`config.mk`:
```
export PLATFORM = sky130hd
export DESIGN_NAME = tmds_decoder
export DESIGN_NICKNAME = d
export VERILOG_FILES = /design/src/rtl/tmds_decoder.sv
export SDC_FILE = /design/constraint.sdc
export NUM_CORES = 1
export LEC_CHECK = 0
export ABC_AREA = 1
export CAP_MARGIN = 40
export CORE_ASPECT_RATIO = 0.6
export CORE_UTILIZATION = 25
export CTS_CLUSTER_SIZE = 40
export DETAILED_ROUTE_END_ITERATION = 8
export PLACE_DENSITY = 0.37
export SLEW_MARGIN = 10
export SYNTH_ARGS = -nofsm -noshare
export SYNTH_HDL_FRONTEND = slang
export SYNTH_SLANG_ARGS = --single-unit
export TNS_END_PERCENT = 100
```
`constraint.sdc`:
```
create_clock -name clk -period 3.4 [get_ports clk]
set_input_delay 1.02 -clock clk [delete_from_list [all_inputs] [get_ports clk]]
set_output_delay 1.02 -clock clk [all_outputs]
set_load 0.05 [all_outputs]
```
`src/rtl/tmds_decoder.sv`:
```
// tmds_decoder
// Receive-side TMDS channel decoder. It recovers the 10-bit word boundary
// from a free-running deserializer by hunting for control tokens, then
// decodes each aligned word into video data or a control code.
//
// Ports:
//   clk     in   pixel clock
//   rst_n   in   asynchronous active-low reset
//   raw_in  in   [9:0] deserialized word, bit 0 is the earliest serial bit
//   vd      out  [7:0] decoded video data (valid when vde=1)
//   cd      out  [1:0] decoded control code (valid when vde=0)
//   vde     out  1 = vd valid, 0 = cd valid
//   locked  out  word alignment locked
//   offset  out  [3:0] current bit offset, 0..9
//
// raw_in reaches vd/cd/vde two clocks later: raw_in -> prev_raw_p0 ->
// aligned_p1, and the decode of aligned_p1 drives the outputs directly.
module tmds_decoder #(
    parameter int LOCK_RUN       = 8,
    parameter int SEARCH_TIMEOUT = 1024,
    parameter int LOSS_TIMEOUT   = 4096
) (
    input  logic       clk,
    input  logic       rst_n,
    input  logic [9:0] raw_in,
    output logic [7:0] vd,
    output logic [1:0] cd,
    output logic       vde,
    output logic       locked,
    output logic [3:0] offset
);

    localparam logic [15:0] RUN_LAST    = 16'(LOCK_RUN - 1);
    localparam logic [15:0] SEARCH_LAST = 16'(SEARCH_TIMEOUT - 1);
    localparam logic [15:0] LOSS_LAST   = 16'(LOSS_TIMEOUT - 1);

    typedef enum logic [1:0] {SEARCH, SKIP, LOCKED} state_t;

    function automatic logic [15:0] sat_inc(input logic [15:0] v);
        return (v == 16'hFFFF) ? v : v + 16'd1;
    endfunction

    // Returns {hit, code}.
    function automatic logic [2:0] token_lookup(input logic [9:0] w);
        case (w)
            10'b1101010100: return 3'b100;
            10'b0010101011: return 3'b101;
            10'b0101010100: return 3'b110;
            10'b1010101011: return 3'b111;
            default:        return 3'b000;
        endcase
    endfunction

    function automatic logic [7:0] data_decode(input logic [9:0] w);
        logic [7:0] q;
        logic [7:0] d;
        q    = w[9] ? ~w[7:0] : w[7:0];
        d[0] = q[0];
        for (int i = 1; i < 8; i++) begin
            d[i] = w[8] ? (q[i] ^ q[i-1]) : ~(q[i] ^ q[i-1]);
        end
        return d;
    endfunction

    logic [9:0]  prev_raw_p0;
    logic        vld_p0;
    logic [9:0]  aligned_p1;
    logic        vld_p1;
    logic [7:0]  vd_hold;
    logic [1:0]  cd_hold;

    state_t      state_q, state_d;
    logic [3:0]  offset_q, offset_d;
    logic [15:0] run_q, run_d;
    logic [15:0] timer_q, timer_d;
    logic [15:0] loss_q, loss_d;

    logic [19:0] window;
    logic [2:0]  tok_info;
    logic [7:0]  dec_data;
    logic        tok;
    logic        data_now;

    assign window   = {raw_in, prev_raw_p0};
    assign tok_info = token_lookup(aligned_p1);
    assign dec_data = data_decode(aligned_p1);
    assign tok      = vld_p1 & tok_info[2];
    assign data_now = vld_p1 & ~tok_info[2];

    // Stage p0: previous raw word; stage p1: window at current offset.
    always_ff @(posedge clk or negedge rst_n) begin
        if (!rst_n) begin
            prev_raw_p0 <= '0;
            vld_p0      <= 1'b0;
            aligned_p1  <= '0;
            vld_p1      <= 1'b0;
            vd_hold     <= '0;
            cd_hold     <= '0;
        end else begin
            prev_raw_p0 <= raw_in;
            vld_p0      <= 1'b1;
            aligned_p1  <= 10'(window >> offset_q);
            vld_p1      <= vld_p0;
            if (tok) begin
                cd_hold <= tok_info[1:0];
            end else if (data_now) begin
                vd_hold <= dec_data;
            end
        end
    end

    always_ff @(posedge clk or negedge rst_n) begin
        if (!rst_n) begin
            state_q  <= SEARCH;
            offset_q <= '0;
            run_q    <= '0;
            timer_q  <= '0;
            loss_q   <= '0;
        end else begin
            state_q  <= state_d;
            offset_q <= offset_d;
            run_q    <= run_d;
            timer_q  <= timer_d;
            loss_q   <= loss_d;
        end
    end

    always_comb begin
        state_d  = state_q;
        offset_d = offset_q;
        run_d    = run_q;
        timer_d  = timer_q;
        loss_d   = loss_q;
        case (state_q)
            SEARCH: begin
                run_d   = tok ? sat_inc(run_q) : '0;
                timer_d = sat_inc(timer_q);
                // Lock takes priority over a coincident timeout.
                if (tok && run_q == RUN_LAST) begin
                    state_d = LOCKED;
                    run_d   = '0;
                    timer_d = '0;
                    loss_d  = '0;
                end else if (timer_q == SEARCH_LAST) begin
                    state_d  = SKIP;
                    offset_d = (offset_q == 4'd9) ? 4'd0 : offset_q + 4'd1;
                    run_d    = '0;
                    timer_d  = '0;
                end
            end
            // aligned_p1 still holds a word taken at the old offset.
            SKIP: state_d = SEARCH;
            LOCKED: begin
                if (tok) begin
                    loss_d = '0;
                end else if (loss_q == LOSS_LAST) begin
                    state_d = SEARCH;
                    loss_d  = '0;
                    run_d   = '0;
                    timer_d = '0;
                end else begin
                    loss_d = sat_inc(loss_q);
                end
            end
            default: state_d = SEARCH;
        endcase
    end

    assign locked = (state_q == LOCKED);
    assign offset = offset_q;

    always_comb begin
        vde = locked & data_now;
        vd  = data_now ? dec_data : vd_hold;
        cd  = '0;
        if (locked) begin
            cd = tok ? tok_info[1:0] : cd_hold;
        end
    end

endmodule

```
Yosys cells after proc, flatten, opt, wreduce, memory -nomap -nowiden
Index checks and enable logic that the tools add are counted.
- bits in registers: 86
- input bits: 12
- output and inout bits: 16
- $add $sub $neg: 4
- eq/ne operators: 19
- shift-type cells: 1
- multiplexer cells: 34
- bitwise logic cells: 20
- reductions and logical operators: 8
- operators by type and width (kind ; number):
    16-bit 2-to-1 mux ; 13
    16-bit one-hot mux with 2 select lines ; 3
    16-bit by 1-bit adder with 16-bit output (second input constant) ; 3
    16-bit equality test (second input constant) ; 3
    10-bit equality test (second input constant) ; 2
    20-bit by 4-bit >> shifter with 10-bit output ; 1
    16-bit by 10-bit equality test with 1-bit output (second input constant) ; 1
    16-bit by 12-bit equality test with 1-bit output (second input constant) ; 1
    16-bit by 3-bit equality test with 1-bit output (second input constant) ; 1
    8-bit 2-to-1 mux ; 2
    2-bit 2-to-1 mux ; 6
    3-bit one-hot mux with 4 select lines ; 1
    10-bit by 8-bit equality test with 1-bit output (second input constant) ; 1
    10-bit by 9-bit equality test with 1-bit output (second input constant) ; 1
    1-bit inverter ; 9
    3-bit AND reduction ; 3
    4-bit inequality test (second input constant) ; 2
    8-bit inverter ; 1
    4-bit AND reduction ; 2
    1-bit 2-to-1 mux ; 7
    1-bit bitwise XOR ; 7
    5-bit inequality test (second input constant) ; 1
    4-bit by 1-bit adder with 4-bit output (second input constant) ; 1
    4-bit equality test (second input constant) ; 1
    other kinds (10) ; 13

Depth between registers and ports, before layout
Gate-level depths: netlist of run 1.
- word-level depth: 7
- mapped depth: 16
- depth with buffers taken out: 14

Worst setup path after synthesis of run 1
Ideal clock, no wire load.
- kind: register to output
- start point: register aligned_p1[0]
- end point: output port cd[1]
- arrival: 2271 ps
- data required time: 2380 ps
- setup slack: 109 ps
- stages on the path, launching flop included: 13
- cells stage by stage: dfrtp_1 inv_1 ha_1 nand2_1 nor2_1 nand2_4 nand2_4 nand2_2 buf_6 inv_4 buf_2 o211ai_1 a21oi_1
- word-level cells in the longest chain between the ends: 5
- elaborated cells between the ends (all ways): 8
- classes of those cells: eq/ne (4); mux (3); bitwise (1)
- ends and longest elaborated chain (what ; RTL line ; RTL):
    start, declared ; 67 ; logic [9:0] aligned_p1;
    start signal, assigned ; 102 ; aligned_p1 <= 10'(window >> offset_q);
    10-bit equality test, or another cell as far along ; 45 ; case (w)
    3-bit one-hot mux with 4 select lines * ; 45 ;
    1-bit bitwise AND ; 87 ; assign tok = vld_p1 & tok_info[2];
    2-bit 2-to-1 mux * ; -- ;
    2-bit 2-to-1 mux * ; 176 ; if (locked) begin
    end, declared ; 27 ; output logic [1:0] cd,
Every way passes the cells marked *; elsewhere a longest branch is shown, timed or not.

Worst setup path after layout of run 1
Ends and elaborated chain as after synthesis.

==> flow_summary.json, run 1 <==
{
  "status": "finished, final reports clean",
  "worst_pin_slew_ns": 0.623,
  "finalSetupViolations": 0,
  "final_cell_mix": "nand2_1 (260), nand3_1 (90), dfrtp_1 (86)",
  "grt.overflow.total": 0,
  "initial_core_util_pct": 25.9,
  "antenna_cells": 0,
  "syn-num-nets": 844,
  "drtIter0Drc": 450,
  "place_congestion": 0.817,
  "syn_avg_cell_area_um2": 7.05,
  "power.leakage_nw": 3.09,
  "crit_path_end_kind": "primary output",
  "min_from": "vld_p0$_DFF_PN0_",
  "rsz0062_at_grt": "no",
  "crit_top_cell": "nand2_4",
  "fp-row-count": 42,
  "path_delay_family": "simple AND/OR/NAND/NOR gates",
  "max_stage_delay_ns": 0.42,
  "layout.nets": 863,
  "avgRoutedWirePerCell_um": 14.9,
  "dp_slack_ns": 0.446,
  "skew_ns": 0.00700,
  "crit_arrival_ns": 2.17,
  "period_share_pct": 93.8,
  "intPower_mw": 1.76,
  "relSlewSlack_pct": 58.1,
  "power_frac_clock_pct": 44.4,
  "seqPwrFrac_pct": 44.4,
  "cts.clk_slew.worst_paths_ns": 0.07,
  "root_buffer": "clkbuf_16",
  "ys_ff_latch": 86,
  "hpwl_mm": 12.6,
  "finalHoldViolCount": 0,
  "cts_setup_buffers": 0,
  "regArea_mm2": 0.00215,
  "core_area_mm2": 0.0224,
  "r2r_start": "aligned_p1[4]$_DFF_PN0_",
  "grt_pass1_vias": 4863,
  "crit_type": "reg2out",
  "crit_buf_inv": 3,
  "cts_htree_levels": 3,
  "port_buffers": 27,
  "fp.dieH_um": 120,
  "crit_chain": "inv_1 -> ha_1 -> nand2_1 -> nor2_1 -> nand2_4 -> nand2_4 -> nand2_2 -> inv_4 -> o211ai_1 -> a21oi_2 -> buf_12",
  "wirelength_mm": 17.1,
  "cp.required_ns": 2.38,
  "crit_path_start_kind": "flop",
  "maxSlewViolCount": 0,
  "die_w_um": 198,
  "final_common_cell": "nand2_1",
  "crit_path_top_delay_cell": "dfrtp_1",
  "ant_nets": 0,
  "syn_inst": 821,
  "insertion_delay_ns": 0.36,
  "worstHoldPathType": "reg2reg",
  "postLayoutSetupSlackWorst_ns": 0.212,
  "drc_errors": 0,
  "dieArea_mm2": 0.0238,
  "yosysSeqAreaShare_pct": 37.2,
  "grt_pass1_wl_mm": 27.6,
  "setup_tns_ns": 0,
  "period_needed_ns": 3.19,
  "nFillCells": 2485,
  "synth_area_mm2": 0.00579,
  "clkSinkCount": 86,
  "synth_cell_type_count": 40,
  "post_route_cells_drive_above_1_share_pct": 9.35,
  "grt_use_total_pct": 15.2,
  "combinationalPowerShare_pct": 11.2,
  "first_pass_iters": 5,
  "multi_input_comb_area_mm2": 0.00323,
  "tritoncts": "yes",
  "grt_max_degree": 48,
  "critPathLaunch": "aligned_p1[0]$_DFF_PN0_",
  "p_per_area_mw_per_mm2": 353,
  "area_growth_pct": 17.7,
  "timing.fmax_ghz": 0.314,
  "ir_drop_mv": 0.228,
  "vias_per_cell": 4.65,
  "antenna_found_initial": 0,
  "p_sw_share_pct": 26.7,
  "power.switching_mw": 0.642,
  "path_max_fanout": 11,
  "yosys_warnings": 0,
  "cts_inserted_buffers": 9,
  "ios": 28,
  "maxCapViolations": 0,
  "vias": 5367,
  "cts.path.max_buffers": 2
}
-- cell usage after synthesis --
master	count	area, um2
inv_1	55	206
inv_2	2	7.51
nor2_4	1	11.3
nand3b_1	3	22.5
inv_4	1	6.26
clkbuf_1	16	60.1
nand3_2	4	40.0
xnor2_1	12	105
nand4_2	1	12.5
dfrtp_1	86	2150
buf_4	2	15.0
or2_2	7	43.8
o31ai_1	4	30.0
a21o_1	2	15.0
nand4_1	17	106
nand2_2	4	25.0
o21ai_1	1	5.00
conb_1	1	3.75
nor2_8	1	20.0
o221ai_1	4	35.0
nand2_4	7	78.8
clkinv_1	2	7.51
nor3_1	25	125
and2_1	1	6.26
mux2i_1	4	40.0
o21a_1	2	15.0
o211ai_1	4	30.0
nand2_1	260	976
o22ai_1	2	12.5
nor2_1	86	323
ha_1	11	138
buf_6	7	78.8
nand3b_4	1	20.0
buf_2	8	40.0
o21bai_1	7	52.6
nor2_2	4	25.0
o21ai_0	56	280
nand3_1	90	450
a21oi_1	2	10.0
xor2_1	18	158
-- metal layers --
layer	part of all wire [%]	routed length, um	vias to the layer above	track usage, %
met5	0	0	-	0
met4	0.75	128	0	3.03
met2	35	6080	117	18.0
met3	5.1	870	9	3.43
met1	59	10100	2528	25.9
li1	-	-	2713	-
-- final cells by class --
class | instances | share of cell area [%]
Sequential cell | 86 | 31.6
Clock inverter | 6 | 1.12
Tap cell | 308 | 5.65
Inverter | 60 | 3.40
Clock buffer | 10 | 3.51
Multi-Input combinational cell | 642 | 47.3
Timing Repair Buffer | 39 | 7.20
Timing Repair inverter | 2 | 0.220
-- flip-flops by register name, summed over array words and instances (netlist names) --
name         cells
vd_hold          8
vld_p1           1
vld_p0           1
timer_q         16
state_q          2
aligned_p1      10
cd_hold          2
run_q           16
offset           4
loss_q          16
prev_raw_p0     10
-- what timing repair did --
action	CTS	global route
resized for setup	0	14
hold buffers	0	0
endpoints found under the setup margin	0	8
-- power groups by stage --
stage,registers [mW],logic (mW),clock network [mW]
after global routing,1.07,0.291,1.15
after floorplan,1.08,0.130,0
after detailed placement,1.09,0.266,0
final,1.07,0.269,1.07
after global placement,1.09,0.264,0
after CTS,1.07,0.266,1.11
-- final timing paths --
kind,to,slack (ns),depth (start not counted)
setup reg to reg,timer_q[15]$_DFFE_PN0P_,0.90,15
setup / recovery,cd[1],0.21,11
max in group asynchronous,aligned_p1[9]$_DFF_PN0_,2.07,2
hold reg to reg,vld_p1$_DFF_PN0_,0.36,0
min in group asynchronous,timer_q[4]$_DFFE_PN0P_,0.67,1
hold / removal,vld_p1$_DFF_PN0_,0.36,0
-- stage by stage --
| stage | util (%) | cells | total power, mW | cell area (um2) | hold slack (ns) |
|---|---|---|---|---|---|
| floorplan | - | 821 | 1.21 | 5790 | 0.331 |
| global route | 30.4 | 1153 | 2.51 | 6820 | 0.358 |
| global placement | 28.9 | 1135 | 1.35 | 6470 | 0.337 |
| detailed placement | 28.9 | 1135 | 1.35 | 6470 | 0.339 |
| CTS | 30.3 | 1151 | 2.44 | 6790 | 0.356 |
| finish | 30.4 | 1153 | 2.40 | 6820 | 0.356 |
-- cell families (layout without fill, tap and decap cells) --
| family | after synthesis | after routing | share of synthesized area [%] |
|---|---|---|---|
| AO/OA/AOI/OAI | 84 | 84 | 8.39 |
| other | 1 | 1 | 0.0648 |
| XOR/XNOR | 30 | 30 | 4.54 |
| AND/OR/NAND/NOR | 512 | 512 | 39.5 |
| flip-flops | 86 | 86 | 37.2 |
| adder cells (fa/ha/maj) | 11 | 11 | 2.38 |
| buffers and inverters | 93 | 117 | 7.28 |
| multiplexers | 4 | 4 | 0.692 |
(Power assumes the default switching activity.)
==> run 2: changes to the inputs <==
--- a/config.mk
+++ b/config.mk
@@ -16,4 +16,3 @@
 export SYNTH_ARGS = -nofsm -noshare
 export SYNTH_HDL_FRONTEND = slang
 export SYNTH_SLANG_ARGS = --single-unit
-export TNS_END_PERCENT = 100
==> results of run 2 <==
Final layout, timing and power as in run 1 (identical DEF).
